`src/rtl/nec_ir_pkg.sv`:
```
// Shared types, error codes and timing helpers for the NEC IR receiver.
package nec_ir_pkg;

  typedef enum logic [2:0] {
    StIdle,
    StLeadMark,
    StLeadSpace,
    StBitMark,
    StBitSpace,
    StStopMark,
    StCheck,
    StRptMark
  } nec_state_e;

  localparam logic [2:0] ErrLeadMark  = 3'd1;
  localparam logic [2:0] ErrLeadSpace = 3'd2;
  localparam logic [2:0] ErrMark      = 3'd3;
  localparam logic [2:0] ErrSpace     = 3'd4;
  localparam logic [2:0] ErrCmdChk    = 3'd5;
  localparam logic [2:0] ErrAddrChk   = 3'd6;
  localparam logic [2:0] ErrOrphanRpt = 3'd7;

  localparam int unsigned NomLeadMarkUs   = 9000;
  localparam int unsigned NomFrameSpaceUs = 4500;
  localparam int unsigned NomRptSpaceUs   = 2250;
  localparam int unsigned NomBitMarkUs    = 560;
  localparam int unsigned NomZeroSpaceUs  = 560;
  localparam int unsigned NomOneSpaceUs   = 1690;
  localparam int unsigned NomStopMarkUs   = 560;

  // Clock count for a duration scaled by pct/100; 64-bit to survive fast clocks.
  function automatic int unsigned nec_cnt(int unsigned clk_hz, int unsigned us,
                                          int unsigned pct);
    logic [63:0] prod;
    prod = 64'(clk_hz) * 64'(us) * 64'(pct);
    return 32'(prod / 64'd100_000_000);
  endfunction

  function automatic logic in_win(logic [31:0] v, int unsigned lo, int unsigned hi);
    return (v >= lo) && (v <= hi);
  endfunction

endpackage

```
`src/rtl/nec_ir_rcv_filter.sv`:
```
// ir_in_filter: 2-FF synchronizer plus FILT_LEN-sample debounce with edge pulses.
module ir_in_filter #(
  parameter int unsigned FILT_LEN = 4
) (
  input  logic sys_clk,
  input  logic sys_rst_n,
  input  logic din,
  output logic level,
  output logic rise,
  output logic fall
);

  localparam int unsigned CW = (FILT_LEN > 1) ? $clog2(FILT_LEN) : 1;

  logic          sync1_q, sync2_q;
  logic [CW-1:0] cnt_q;

  always_ff @(posedge sys_clk or negedge sys_rst_n) begin
    if (!sys_rst_n) begin
      sync1_q <= 1'b1;
      sync2_q <= 1'b1;
      level   <= 1'b1;
      cnt_q   <= '0;
      rise    <= 1'b0;
      fall    <= 1'b0;
    end else begin
      sync1_q <= din;
      sync2_q <= sync1_q;
      rise    <= 1'b0;
      fall    <= 1'b0;
      if (sync2_q == level) begin
        cnt_q <= '0;
      end else if (cnt_q == CW'(FILT_LEN - 1)) begin
        level <= sync2_q;
        cnt_q <= '0;
        rise  <= sync2_q;
        fall  <= ~sync2_q;
      end else begin
        cnt_q <= cnt_q + 1'b1;
      end
    end
  end

endmodule

```
`src/rtl/nec_ir_rcv.sv`:
```
// NEC IR frame decoder with repeat qualification and error reporting.
// Define NEC_EXT_ADDR_EN to accept extended (non-complemented) addresses.
module nec_ir_rcv
  import nec_ir_pkg::*;
#(
  parameter int unsigned CLK_FREQ_HZ   = 50_000_000,
  parameter int unsigned TOL_PCT       = 20,
  parameter int unsigned FILT_LEN      = 4,
  parameter int unsigned REPEAT_WIN_MS = 120
) (
  input  logic        sys_clk,
  input  logic        sys_rst_n,
  input  logic        infrared_in,
  output logic [15:0] addr,
  output logic [7:0]  cmd,
  output logic        ext_addr,
  output logic        frame_valid,
  output logic        repeat_valid,
  output logic        err,
  output logic [2:0]  err_code,
  output logic        busy
);

`ifdef NEC_EXT_ADDR_EN
  localparam bit ExtEn = 1'b1;
`else
  localparam bit ExtEn = 1'b0;
`endif

  localparam int unsigned LoPct  = 100 - TOL_PCT;
  localparam int unsigned HiPct  = 100 + TOL_PCT;
  localparam int unsigned LmMin  = nec_cnt(CLK_FREQ_HZ, NomLeadMarkUs, LoPct);
  localparam int unsigned LmMax  = nec_cnt(CLK_FREQ_HZ, NomLeadMarkUs, HiPct);
  localparam int unsigned LsMin  = nec_cnt(CLK_FREQ_HZ, NomFrameSpaceUs, LoPct);
  localparam int unsigned LsMax  = nec_cnt(CLK_FREQ_HZ, NomFrameSpaceUs, HiPct);
  localparam int unsigned RsMin  = nec_cnt(CLK_FREQ_HZ, NomRptSpaceUs, LoPct);
  localparam int unsigned RsMax  = nec_cnt(CLK_FREQ_HZ, NomRptSpaceUs, HiPct);
  localparam int unsigned BmMin  = nec_cnt(CLK_FREQ_HZ, NomBitMarkUs, LoPct);
  localparam int unsigned BmMax  = nec_cnt(CLK_FREQ_HZ, NomBitMarkUs, HiPct);
  localparam int unsigned ZsMin  = nec_cnt(CLK_FREQ_HZ, NomZeroSpaceUs, LoPct);
  localparam int unsigned ZsMax  = nec_cnt(CLK_FREQ_HZ, NomZeroSpaceUs, HiPct);
  localparam int unsigned OsMin  = nec_cnt(CLK_FREQ_HZ, NomOneSpaceUs, LoPct);
  localparam int unsigned OsMax  = nec_cnt(CLK_FREQ_HZ, NomOneSpaceUs, HiPct);
  localparam int unsigned SmMin  = nec_cnt(CLK_FREQ_HZ, NomStopMarkUs, LoPct);
  localparam int unsigned SmMax  = nec_cnt(CLK_FREQ_HZ, NomStopMarkUs, HiPct);
  localparam int unsigned RptCnt = nec_cnt(CLK_FREQ_HZ, REPEAT_WIN_MS * 1000, 100);
  localparam int unsigned CntW   = $clog2(LmMax + 2);
  localparam int unsigned GapW   = $clog2(RptCnt + 1);

  nec_state_e      state_q;
  logic [CntW-1:0] cnt_q;
  logic [GapW-1:0] gap_q;
  logic [4:0]      bit_cnt_q;
  logic [31:0]     shift_q;
  logic            good_q, ext_q;
  logic            filt_level, rise, fall;
  logic [31:0]     cnt_w, gap_w, tmo_max;
  logic            timeout, is_zero, is_one;
  logic [7:0]      a0, a1, c0, c1;

  ir_in_filter #(
    .FILT_LEN (FILT_LEN)
  ) u_filter (
    .sys_clk   (sys_clk),
    .sys_rst_n (sys_rst_n),
    .din       (infrared_in),
    .level     (filt_level),
    .rise      (rise),
    .fall      (fall)
  );

  assign cnt_w    = 32'(cnt_q);
  assign gap_w    = 32'(gap_q);
  assign is_zero  = in_win(cnt_w, ZsMin, ZsMax);
  assign is_one   = in_win(cnt_w, OsMin, OsMax);
  assign {c1, c0, a1, a0} = shift_q;
  assign ext_addr = ExtEn ? ext_q : 1'b0;
  assign busy     = (state_q != StIdle);

  always_comb begin
    tmo_max = 32'hFFFF_FFFF;
    unique case (state_q)
      StLeadMark:                      tmo_max = LmMax;
      StLeadSpace:                     tmo_max = LsMax;
      StBitMark, StStopMark, StRptMark: tmo_max = BmMax;
      StBitSpace:                      tmo_max = OsMax;
      default:                         ;
    endcase
  end
  assign timeout = (cnt_w > tmo_max);

  always_ff @(posedge sys_clk or negedge sys_rst_n) begin
    if (!sys_rst_n) begin
      state_q      <= StIdle;
      cnt_q        <= '0;
      gap_q        <= '0;
      bit_cnt_q    <= '0;
      shift_q      <= '0;
      good_q       <= 1'b0;
      ext_q        <= 1'b0;
      addr         <= '0;
      cmd          <= '0;
      frame_valid  <= 1'b0;
      repeat_valid <= 1'b0;
      err          <= 1'b0;
      err_code     <= '0;
    end else begin
      frame_valid  <= 1'b0;
      repeat_valid <= 1'b0;
      err          <= 1'b0;
      if (rise || fall)       cnt_q <= '0;
      else if (cnt_q != '1)   cnt_q <= cnt_q + 1'b1;
      if (frame_valid || repeat_valid) gap_q <= '0;
      else if (gap_w < RptCnt)         gap_q <= gap_q + 1'b1;

      // Edges take priority over a same-cycle timeout in every state.
      unique case (state_q)
        StIdle: if (fall && !filt_level) state_q <= StLeadMark;
        StLeadMark: begin
          if (rise && in_win(cnt_w, LmMin, LmMax)) state_q <= StLeadSpace;
          else if (rise || timeout) begin
            state_q <= StIdle; err <= 1'b1; err_code <= ErrLeadMark;
          end
        end
        StLeadSpace: begin
          if (fall && in_win(cnt_w, LsMin, LsMax)) begin
            state_q   <= StBitMark;
            bit_cnt_q <= '0;
          end else if (fall && in_win(cnt_w, RsMin, RsMax)) begin
            state_q <= StRptMark;
          end else if (fall || timeout) begin
            state_q <= StIdle; err <= 1'b1; err_code <= ErrLeadSpace;
          end
        end
        StBitMark: begin
          if (rise && in_win(cnt_w, BmMin, BmMax)) state_q <= StBitSpace;
          else if (rise || timeout) begin
            state_q <= StIdle; err <= 1'b1; err_code <= ErrMark;
          end
        end
        StBitSpace: begin
          if (fall && (is_zero || is_one)) begin
            shift_q   <= {is_one, shift_q[31:1]};
            bit_cnt_q <= bit_cnt_q + 5'd1;
            state_q   <= (bit_cnt_q == 5'd31) ? StStopMark : StBitMark;
          end else if (fall || timeout) begin
            state_q <= StIdle; err <= 1'b1; err_code <= ErrSpace;
          end
        end
        StStopMark: begin
          // Verdict is registered on the stop rise so strobes land one cycle later.
          if (rise && in_win(cnt_w, SmMin, SmMax)) begin
            state_q <= StCheck;
            if (c1 != ~c0) begin
              err <= 1'b1; err_code <= ErrCmdChk;
            end else if (a1 == ~a0) begin
              addr <= {8'h00, a0}; cmd <= c0; ext_q <= 1'b0;
              frame_valid <= 1'b1; good_q <= 1'b1;
            end else if (ExtEn) begin
              addr <= {a1, a0}; cmd <= c0; ext_q <= 1'b1;
              frame_valid <= 1'b1; good_q <= 1'b1;
            end else begin
              err <= 1'b1; err_code <= ErrAddrChk;
            end
          end else if (rise || timeout) begin
            state_q <= StIdle; err <= 1'b1; err_code <= ErrMark;
          end
        end
        StCheck: state_q <= fall ? StLeadMark : StIdle;
        StRptMark: begin
          if (rise && in_win(cnt_w, BmMin, BmMax)) begin
            state_q <= StIdle;
            if (good_q && (gap_w < RptCnt)) repeat_valid <= 1'b1;
            else begin
              err <= 1'b1; err_code <= ErrOrphanRpt;
            end
          end else if (rise || timeout) begin
            state_q <= StIdle; err <= 1'b1; err_code <= ErrMark;
          end
        end
        default: state_q <= StIdle;
      endcase
    end
  end

endmodule

```
`config.mk`:
```
export PLATFORM = sky130hd
export DESIGN_NAME = nec_ir_rcv
export DESIGN_NICKNAME = d
export VERILOG_FILES = /design/src/rtl/nec_ir_pkg.sv /design/src/rtl/nec_ir_rcv_filter.sv /design/src/rtl/nec_ir_rcv.sv
export SDC_FILE = /design/constraint.sdc
export NUM_CORES = 1
export LEC_CHECK = 0
export BUFFER_PORTS_ARGS = -buffer_cell sky130_fd_sc_hd__buf_2
export CAP_MARGIN = 20
export CORE_ASPECT_RATIO = 0.7
export CORE_MARGIN = 4
export CORE_UTILIZATION = 56
export CTS_CLUSTER_SIZE = 24
export DETAILED_ROUTE_END_ITERATION = 7
export HOLD_SLACK_MARGIN = 0.03
export PLACE_DENSITY = 0.84
export SYNTH_ARGS = -nofsm -noshare
export SYNTH_HDL_FRONTEND = slang
export SYNTH_SLANG_ARGS = --single-unit
```
`constraint.sdc`:
```
create_clock -name sys_clk -period 3.09 [get_ports sys_clk]
set_clock_uncertainty 0.2 [all_clocks]
set_input_delay 0.309 -clock sys_clk [delete_from_list [all_inputs] [get_ports sys_clk]]
set_output_delay 0.309 -clock sys_clk [all_outputs]
set_load 0.05 [all_outputs]
```
==> run_results.csv, run 1 <==
group,metric,value,unit
clock_tree,cts_tree,"built",
floorplanning,die_w,137,um
floorplanning,core,0.0112,mm^2
sta,timing.hold.ws,0.156,ns
outcome,violations,"negative setup slack",
route,wirelength_met1,7.29,mm
finish,final_net_count,748,
logic_synthesis,avgSynthCellArea,9.85,um^2
setup_path,worstSetupEndpointType,"flip-flop",
logic_synthesis,synth_edf_count,0,
finish,num-fill-cells,774,
sta,layout_min_cycle_time,3.17,ns
sta,finalSetupViolCount,4,
route,wl_per_cell,19.5,um
floorplanning,ioPinCount,35,
clock_tree,cts_sinks,113,
route,top_layer,"met4",
route,drc,0,
logic_synthesis,synth_cell_types,74,
logic_synthesis,ys_seq_area_share,43.4,%
clock_tree,h-tree-depth,4,
setup_path,crit_path_start_kind,"flip-flop",
finish,syn_to_final_growth,21.6,%
grt,grtUsageTotal,26.6,%
placed_design,place_congestion,0.930,
setup_path,cp_max_fo,5,
sta,post-route-period-util,103,%
route,first_pass_iters,5,
grt,antenna_found_initial,0,
placed_design,dp_hpwl,11.3,mm
clock_tree,cts_buffers,17,
logic_synthesis,yosysMostFrequentCell,"dfrtp_1",
logic_synthesis,syn_area,0.00653,mm^2
sta,slew-limit-headroom,54.5,%
floorplanning,start_util,58.3,%
sta,worst_pin_slew,0.675,ns
logic_synthesis,yosys_warnings,0,
sta,drv_slew,0,
setup_path,crit_type,"reg -> reg",
sta,fin_ws,-0.0787,ns
finish,stdcell_count,892,
clock_tree,cts.path.max_buffers,2,
setup_path,worst_ep_required_time,3.24,ns
floorplanning,chipHeight,98.4,um
route,viasPerCell,6.33,
finish,drive_above_1_share,28.7,%
floorplanning,rows,32,
route,drtAntennaViolNets,0,
clock_tree,clk_pin_slew,0.06,ns
logic_synthesis,async_flop_share,100,%
route,drt_iter0_markers,697,
grt,grt_max_degree,81,
grt,overflow,0,
clock_tree,clkLatencyLatePin,0.43,ns
worst_hold_path,hp-class,"reg -> reg",
logic_synthesis,syn_inst,663,
logic_synthesis,synth.area.top_cells,"dfrtp_1 42%, mux2_2 7.8%, xor2_1 4.4%, ha_1 3.6%, nor2_1 3.6%",
power_and_ir_drop,power.total,0.00471,W
logic_synthesis,yosysTopAreaCellShare,42.1,%
route,wl_met2,8.10,mm
sta,timing.setup.tns,-0.176,ns
placed_design,place_inst,848,
outcome,outcome,"finished with violations",
grt,grt_first_pass_wirelength,28.2,mm
route,drt_wl_total,17.4,mm
sta,rsz0062_at_grt,"yes",
finish,diodes,0,
setup_path,crit_arrival,3.32,ns
floorplanning,dieArea,0.0135,mm^2
logic_synthesis,yosysTopAreaCell,"dfrtp_1",
finish,final_util,70.8,%
logic_synthesis,synth_commonest_cells,"110 x dfrtp_1, 63 x nor2_1, 53 x nand2_1, 45 x mux2_2, 33 x xor2_1",
logic_synthesis,ys.flop_type,"dfrtp_1",
sta,hold_viol,0,
power_and_ir_drop,ir_drop,0.514,mV
placed_design,io_buffers,25,
sta,fmax,316,MHz
route,num_vias,5649,
logic_synthesis,yosys_register_bits,113,
power_and_ir_drop,power_density,593,mW/mm^2
clock_tree,cts_root_buf,"clkbuf_16",
grt,grt_pass1_vias,5633,
route,wl_met3,1.63,mm
job,max_cap_violations,0,
power_and_ir_drop,leakagePower,3.76,nW
what timing repair did:
item	4_1_cts	5_1_grt
endpoints found under the setup margin	7	13
resized for setup	21	21
buffers inserted	4	5
hold endpoints to repair	77	0
pin swaps	12	15
hold buffers	2	0
where the power goes:
| part | leakage [nW] | internal, W | switching, W |
|---|---|---|---|
| registers | 1.52 | 0.00157 | 0.000140 |
| logic | 1.93 | 0.000386 | 0.000569 |
| clock network | 0.297 | 0.00122 | 0.000818 |
| total | 3.76 | 0.00318 | 0.00153 |
sequential cells by signal, summed over array words and instances, names as in the netlist:
register          flops
u_filter.sync1_q      1
u_filter.level        1
shift_q              32
gap_q                23
frame_valid           1
err                   1
addr                  8
cnt_q                20
u_filter.rise         1
u_filter.cnt_q        2
repeat_valid          1
u_filter.fall         1
bit_cnt_q             5
u_filter.sync2_q      1
good_q                1
err_code              3
state_q               3
cmd                   8
cell families (layout without fill, tap and decap cells):
logic type                 Yosys count  in the layout  synth area share, %
AOI/OAI and AO/OA                  113            113                 11.7
other                                1              9               0.0574
xor gates and xnor gates            55             55                 7.38
muxes                               52             52                 8.91
buffers and inverters               61            129                 4.69
adders and majority gates           19             19                 3.64
DFF                                113            113                 43.4
and+or+nand+nor                    249            249                 20.3
critical path, cell delays in order (launching register included):
cell and delay (ns):
dfrtp_2 0.46, buf_6 0.16, nand2_2 0.11, nand2_4 0.08, ha_1 0.29, a21o_1 0.21, a31oi_1 0.22, nand2_2 0.10
a2111oi_4 0.41, a221oi_4 0.15, or2_4 0.31, a221oi_2 0.25, a221o_1 0.14
layout by cell type, fill, tap and decap left out, types with 13 or more instances in the layout:
cell type  count
dfrtp_1      105
nor2_1        61
buf_4         51
nand2_1       46
mux2_2        45
xor2_1        33
a21oi_1       26
o21ai_0       24
buf_2         24
xnor2_1       21
nor3_1        19
nand3_1       19
ha_1          17
clkbuf_16     17
nand4_1       14
and3_1        13
path summary, 6_finish.rpt:
check	startpoint	endpoint	slack [ns]	depth (start not counted)
setup reg to reg	state_q[1]	state_q[1]	-0.08	12
hold reg to reg	u_filter.sync1_q	u_filter.sync2_q	0.16	0
setup / recovery	state_q[1]	state_q[1]	-0.08	12
hold / removal	u_filter.sync1_q	u_filter.sync2_q	0.16	0
max in group asynchronous	sys_rst_n	err_code[1]	1.90	3
min in group asynchronous	sys_rst_n	cnt_q[3]	0.18	2
layout make-up:
| type | instances | area (um^2) | share of cell area, % |
|---|---|---|---|
| Multi-Input combinational cell | 497 | 3610 | 45.4 |
| Clock buffer | 17 | 425 | 5.36 |
| Inverter | 13 | 48.8 | 0.614 |
| Tap cell | 153 | 191 | 2.41 |
| Timing Repair Buffer | 84 | 644 | 8.11 |
| Sequential cell | 113 | 2840 | 35.7 |
| Clock inverter | 15 | 185 | 2.33 |
routing by layer:
metal,track usage [%],up-vias
met5,0,-
met4,9.28,0
met3,7.52,56
met2,40.3,334
met1,36.9,2754
li1,-,2505
per-stage QoR:
step	area (um^2)	setup WS, ns
final	7940	-0.0787
after CTS	7780	-0.0225
after detailed placement	7030	-0.207
after global routing	7940	-0.173
after floorplan	6590	0.0187
after global placement	7030	0.0269
(Power assumes the default switching activity.)
==> run 2: changes to the inputs <==
==> constraint.sdc (replaced) <==
create_clock -name sys_clk -period 2.6 [get_ports sys_clk]
set_clock_uncertainty 0.2 [all_clocks]
set_input_delay 0.26 -clock sys_clk [delete_from_list [all_inputs] [get_ports sys_clk]]
set_output_delay 0.26 -clock sys_clk [all_outputs]
set_load 0.05 [all_outputs]
==> run 2 against run 1 <==
Compared with the run above:
- the flow finishes with violations (design-rule violations, negative setup slack)
- clock power increased by 26%
- fmax is 7.9% lower
- via count rose by 29%
- design area is 19% higher
- cell count increased by 11%
- first-iteration DRC count up 130%
- critical path depth down 2
- clock-buffer cell count is the same
- hold slack worse by 0.0013 ns
- combinational power grew 66%
- largest power group unchanged
- highest routed layer is now met5
==> run_results.csv, run 2 (synthesis results as in run 1) <==
group,metric,value,unit
setup_path,worst_ep_required_time,2.67,ns
route,num_vias,7294,
sta,slew-limit-headroom,44.0,%
setup_path,cp_top_family,"compound AO/OA/AOI/OAI gates",
grt,grt_pass1_vias,7156,
clock_tree,cts_sinks,113,
power_and_ir_drop,power.total,0.00618,W
placed_design,dp_hpwl,12.9,mm
clock_tree,clkLatencyLatePin,0.45,ns
sta,hold_viol,0,
clock_tree,cts.path.max_buffers,2,
finish,drive_above_1_share,43.6,%
sta,worst_pin_slew,0.840,ns
floorplanning,core,0.0112,mm^2
sta,rsz0062_at_grt,"yes",
clock_tree,cts_buffers,17,
setup_path,crit_type,"reg -> reg",
sta,post-route-period-util,132,%
finish,diodes,0,
setup_path,crit_path_start_kind,"flip-flop",
job,max_cap_violations,0,
finish,final_util,84.1,%
placed_design,place_congestion,0.978,
sta,fin_ws,-0.839,ns
setup_path,cp_max_fo,7,
sta,finalSetupViolCount,66,
floorplanning,rows,32,
sta,drv_slew,0,
setup_path,r2r_end,"err",
setup_path,timing.rr.start,"cnt_q[14]",
route,viasPerCell,7.35,
clock_tree,cts_root_buf,"clkbuf_16",
setup_path,worstSetupEndpointType,"flip-flop",
finish,syn_to_final_growth,44.4,%
finish,layout_common_cells,"119 x buf_4, 97 x dfrtp_1, 58 x nor2_1, 48 x mux2_4, 39 x nand2_1",
finish,largest_register_ffs,32,
setup_path,cp_slowest_stage_delay,0.64,ns
clock_tree,h-tree-depth,4,
floorplanning,dieArea,0.0135,mm^2
floorplanning,ioPinCount,35,
route,drt_wl_total,29.5,mm
grt,overflow,0,
floorplanning,chipHeight,98.4,um
grt,grt_max_degree,55,
finish,final_net_count,848,
finish,final_common_cell,"buf_4",
power_and_ir_drop,ir_drop,0.525,mV
power_and_ir_drop,power_density,655,mW/mm^2
setup_path,path_buf_inv,3,
worst_hold_path,hp-start,"u_filter.sync1_q",
clock_tree,clk_pin_slew,0.06,ns
setup_path,crit_chain,"buf_8 > or3_4 > nor4_4 > o311ai_4 > buf_4 > buf_4 > nand3_1 > o21ai_0 > a22oi_1 > o32ai_4",
route,wl_per_cell,29.8,um
route,drc,25,
power_and_ir_drop,leakagePower,4.44,nW
setup_path,crit_arrival,3.51,ns
grt,antenna_found_initial,1,
finish,top_register,"shift_q",
floorplanning,start_util,58.3,%
sta,layout_min_cycle_time,3.44,ns
route,drt_iter0_markers,1571,
setup_path,cp_slowest_cell,"a22oi_1",
finish,num-fill-cells,486,
sta,fmax,291,MHz
outcome,outcome,"finished with violations",
route,first_pass_iters,8,
worst_hold_path,whs_path_depth,0,
worst_hold_path,whs_endpoint,"u_filter.sync2_q",
grt,grtUsageTotal,41.4,%
setup_path,regToRegSetupSlack,-0.84,ns
clock_tree,cts_tree,"built",
worst_hold_path,hp-class,"reg -> reg",
placed_design,dpl_worst_slack,-0.688,ns
outcome,violations,"design-rule violations, negative setup slack",
floorplanning,die_w,137,um
setup_path,ff2ff_path_depth,10,
route,drtAntennaViolNets,0,
setup_path,crit_path_frequent_cell,"buf_4",
placed_design,io_buffers,25,
finish,reg.largest.list,"shift_q: 32 flops, gap_q: 23 flops, cnt_q: 20 flops",
grt,grt_first_pass_wirelength,41.8,mm
[run 2: report_power, final]
part,internal [W],total [W],switching (W)
Combinational,0.000608,0.00159,0.000980
Clock,0.00154,0.00257,0.00103
Sequential,0.00187,0.00202,0.000152
Total,0.00401,0.00618,0.00217
[run 2: final cells by class]
| class | count | area, um^2 | area share (%) |
|---|---|---|---|
| clock buffer | 17 | 425 | 4.51 |
| timing repair buffer | 184 | 1610 | 17.0 |
| tap | 153 | 191 | 2.03 |
| multi-input combinational | 497 | 4110 | 43.6 |
| clock inverter | 15 | 195 | 2.07 |
| inverter | 13 | 53.8 | 0.571 |
| sequential | 113 | 2850 | 30.2 |
[run 2: repair_timing]
item                                    4_1_cts  5_1_grt
hold endpoints to repair                     48        0
hold buffers                                  2        0
pin swaps                                    41       37
setup buffers                                35       15
endpoints found under the setup margin       60       79
cloned                                        5        1
gates resized for setup                     120       74
[run 2: how the worst max path moves through the flow]
stage,from,end,slack (ns),depth (start not counted)
after detailed placement,state_q[2],state_q[1],-0.69,13
after global routing,cnt_q[15],err,-0.78,10
after floorplan,state_q[1],state_q[2],-0.42,13
after CTS,state_q[2],state_q[2],-0.50,11
final,cnt_q[14],err,-0.84,10
after global placement,state_q[1],err,-0.51,12
[run 2: through the flow]
step | instance area [um^2] | hold WS (ns) | setup TNS, ns | std cells
after floorplan | 6680 | -0.236 | -3.10 | 671
after global placement | 7610 | 0.149 | -8.04 | 916
after detailed placement | 7610 | 0.155 | -13.87 | 916
after CTS | 9190 | 0.163 | -10.55 | 988
after global routing | 9430 | 0.156 | -22.13 | 992
final | 9430 | 0.155 | -22.40 | 992
[run 2: layer usage]
layer	global-route usage [%]	share of wire (%)
met2	59.7	41
met5	0	0.39
met4	28.2	10
met1	50.7	34
met3	16.4	15
[run 2: worst reg2reg max path: cells and delay by family, from the launching register on]
kind            cells  cell delay, ns
compound gates      4            1.27
buf+inv             3            0.47
flops               1            0.45
simple gates        3            0.89
==> run 3: changes to the inputs <==
--- a/config.mk
+++ b/config.mk
@@ -9,11 +9,12 @@
 export CAP_MARGIN = 20
 export CORE_ASPECT_RATIO = 0.7
 export CORE_MARGIN = 4
-export CORE_UTILIZATION = 56
+export CORE_UTILIZATION = 58
+export CTS_BUF_LIST = sky130_fd_sc_hd__clkbuf_4
 export CTS_CLUSTER_SIZE = 24
 export DETAILED_ROUTE_END_ITERATION = 7
 export HOLD_SLACK_MARGIN = 0.03
-export PLACE_DENSITY = 0.84
+export PLACE_DENSITY = 0.86
 export SYNTH_ARGS = -nofsm -noshare
 export SYNTH_HDL_FRONTEND = slang
 export SYNTH_SLANG_ARGS = --single-unit
==> run 3 against run 2 <==
Compared with the run above:
- the run still ends with design-rule violations, negative setup slack left
- clock-buffer cell count unchanged
- cell count grew 1.1%
- first-iteration DRC count grew 14%
- hold slack got worse by 0.058 ns
==> run_results.csv, run 3 (synthesis results as in run 1) <==
group,metric,value,unit
power_and_ir_drop,leakagePower,4.33,nW
finish,syn_to_final_growth,41.7,%
placed_design,place_congestion,1.10,
clock_tree,clk_pin_slew,0.14,ns
outcome,outcome,"finished with violations",
finish,final_net_count,858,
power_and_ir_drop,p_seq_share,38.6,%
sta,slew-limit-headroom,48.6,%
setup_path,regToRegSetupSlack,-0.99,ns
setup_path,r2r_end,"state_q[2]",
setup_path,cp_max_fo,6,
grt,grt_pass1_vias,6909,
floorplanning,rows,32,
grt,grt_max_degree,54,
grt,grtUsageTotal,38.2,%
clock_tree,clkLatencyLatePin,0.57,ns
clock_tree,cts_root_buf,"clkbuf_4",
floorplanning,ioPinCount,35,
setup_path,worst_ep_required_time,2.83,ns
setup_path,crit_chain,"xnor2_2 > nand2_2 > buf_4 > ha_1 > o21a_1 > o41ai_1 > a31oi_1 > nand4bb_1 > a221oi_4 > or2_4 > buf_6 > o21ai_2 > a221o_1",
floorplanning,chipHeight,96.8,um
finish,num-fill-cells,472,
job,max_cap_violations,0,
sta,fmax,279,MHz
power_and_ir_drop,internal-power,0.00310,W
power_and_ir_drop,power.total,0.00516,W
route,num_vias,7414,
finish,reg.largest.list,"shift_q: 32 flops, gap_q: 23 flops, cnt_q: 20 flops",
sta,finalSetupViolCount,68,
power_and_ir_drop,p_sw_share,40.0,%
setup_path,cp_slowest_cell,"dfrtp_2",
route,drc,246,
sta,rsz0062_at_grt,"yes",
setup_path,cp_slowest_stage_delay,0.51,ns
setup_path,timing.rr.start,"state_q[1]",
sta,layout_min_cycle_time,3.59,ns
power_and_ir_drop,ir_drop,0.361,mV
outcome,violations,"design-rule violations, negative setup slack",
setup_path,crit_path_start_kind,"flip-flop",
floorplanning,core,0.0110,mm^2
route,drt_wl_total,30.0,mm
grt,antenna_found_initial,4,
route,viasPerCell,7.39,
setup_path,crit_type,"reg -> reg",
clock_tree,cts_sinks,113,
clock_tree,cts_tree,"built",
sta,fin_ws,-0.988,ns
finish,layout_common_cells,"123 x buf_4, 97 x dfrtp_1, 58 x nor2_1, 48 x mux2_4, 41 x nand2_1",
sta,post-route-period-util,138,%
route,first_pass_iters,8,
finish,drive_above_1_share,45.1,%
finish,final_common_cell,"buf_4",
floorplanning,dieArea,0.0131,mm^2
floorplanning,start_util,59.3,%
power_and_ir_drop,power_switching,0.00207,W
route,wl_per_cell,29.9,um
clock_tree,cts_buffers,17,
setup_path,ff2ff_path_depth,13,
finish,top_register,"shift_q",
sta,worst_pin_slew,0.771,ns
worst_hold_path,hp-class,"in -> async",
sta,timing.setup.tns,-25.74,ns
power_and_ir_drop,power.share.combinational,34.1,%
placed_design,io_buffers,25,
clock_tree,cts.path.max_buffers,2,
floorplanning,die_w,135,um
sta,hold_viol,0,
placed_design,dp_hpwl,12.2,mm
setup_path,worstSetupEndpointType,"flip-flop",
power_and_ir_drop,power_density,558,mW/mm^2
finish,largest_register_ffs,32,
power_and_ir_drop,power_frac_clock,27.3,%
route,drt_iter0_markers,1795,
sta,drv_slew,0,
clock_tree,h-tree-depth,4,
route,drtAntennaViolNets,0,
grt,overflow,0,
grt,grt_first_pass_wirelength,38.7,mm
setup_path,crit_arrival,3.81,ns
run 3: timing repair:
| item | CTS | global route |
|---|---|---|
| pin swaps | 31 | 49 |
| hold endpoints to repair | 52 | 0 |
| gates cloned | 6 | 1 |
| setup endpoints to repair | 62 | 76 |
| hold buffers | 2 | 0 |
| resized for setup | 112 | 96 |
| buffers inserted | 23 | 40 |
run 3: cell type report:
type | count | area [um^2] | share of cell area (%)
multi-input combinational | 497 | 4180 | 45.1
sequential | 113 | 2850 | 30.8
timing repair buffer | 194 | 1720 | 18.5
tap | 153 | 191 | 2.07
clock inverter | 15 | 143 | 1.54
clock buffer | 17 | 128 | 1.38
inverter | 13 | 48.8 | 0.527
antenna | 1 | 2.50 | 0.0270
run 3: power groups by stage:
stage,combinational (W),clock [W],sequential [W]
floorplan,0.000766,0,0.00200
global placement,0.00114,0,0.00198
detailed placement,0.00119,0,0.00199
CTS,0.00128,0.00129,0.00195
global route,0.00183,0.00147,0.00200
finish,0.00176,0.00141,0.00199
run 3: critical path, delay by kind of cell, from the launching register on:
family,cells,cell delay (ns)
compound gates,6,1.34
simple gates,3,0.56
flops,1,0.51
fa+ha+maj,1,0.32
buf+inv,2,0.29
xor+xnor,1,0.25
run 3: per-layer routing:
layer | track usage (%) | share of wire (%)
met1 | 47.3 | 33
met2 | 57.4 | 41
met3 | 15.0 | 16
met4 | 20.9 | 10
met5 | 0 | 0.46
run 3: worst max path at each step:
stage / startpoint / endpoint / slack (ns) / depth (start not counted)
floorplan: state_q[1] / state_q[2] / -0.42 / 13
global placement: state_q[1] / state_q[2] / -0.43 / 11
detailed placement: state_q[1] / state_q[1] / -0.62 / 12
CTS: state_q[2] / state_q[1] / -0.53 / 11
global route: state_q[1] / state_q[2] / -1.09 / 13
finish: state_q[1] / state_q[2] / -0.99 / 13
run 3: through the flow:
step	cells	worst slack (ns)	util [%]	instance area, um^2	hold WS [ns]
floorplan	671	-0.420	-	6680	-0.236
global placement	910	-0.426	68.6	7560	0.131
detailed placement	910	-0.625	68.6	7560	0.143
CTS	973	-0.535	78.8	8680	0.115
global route	1003	-1.09	84.0	9250	0.115
finish	1003	-0.988	84.0	9250	0.0963
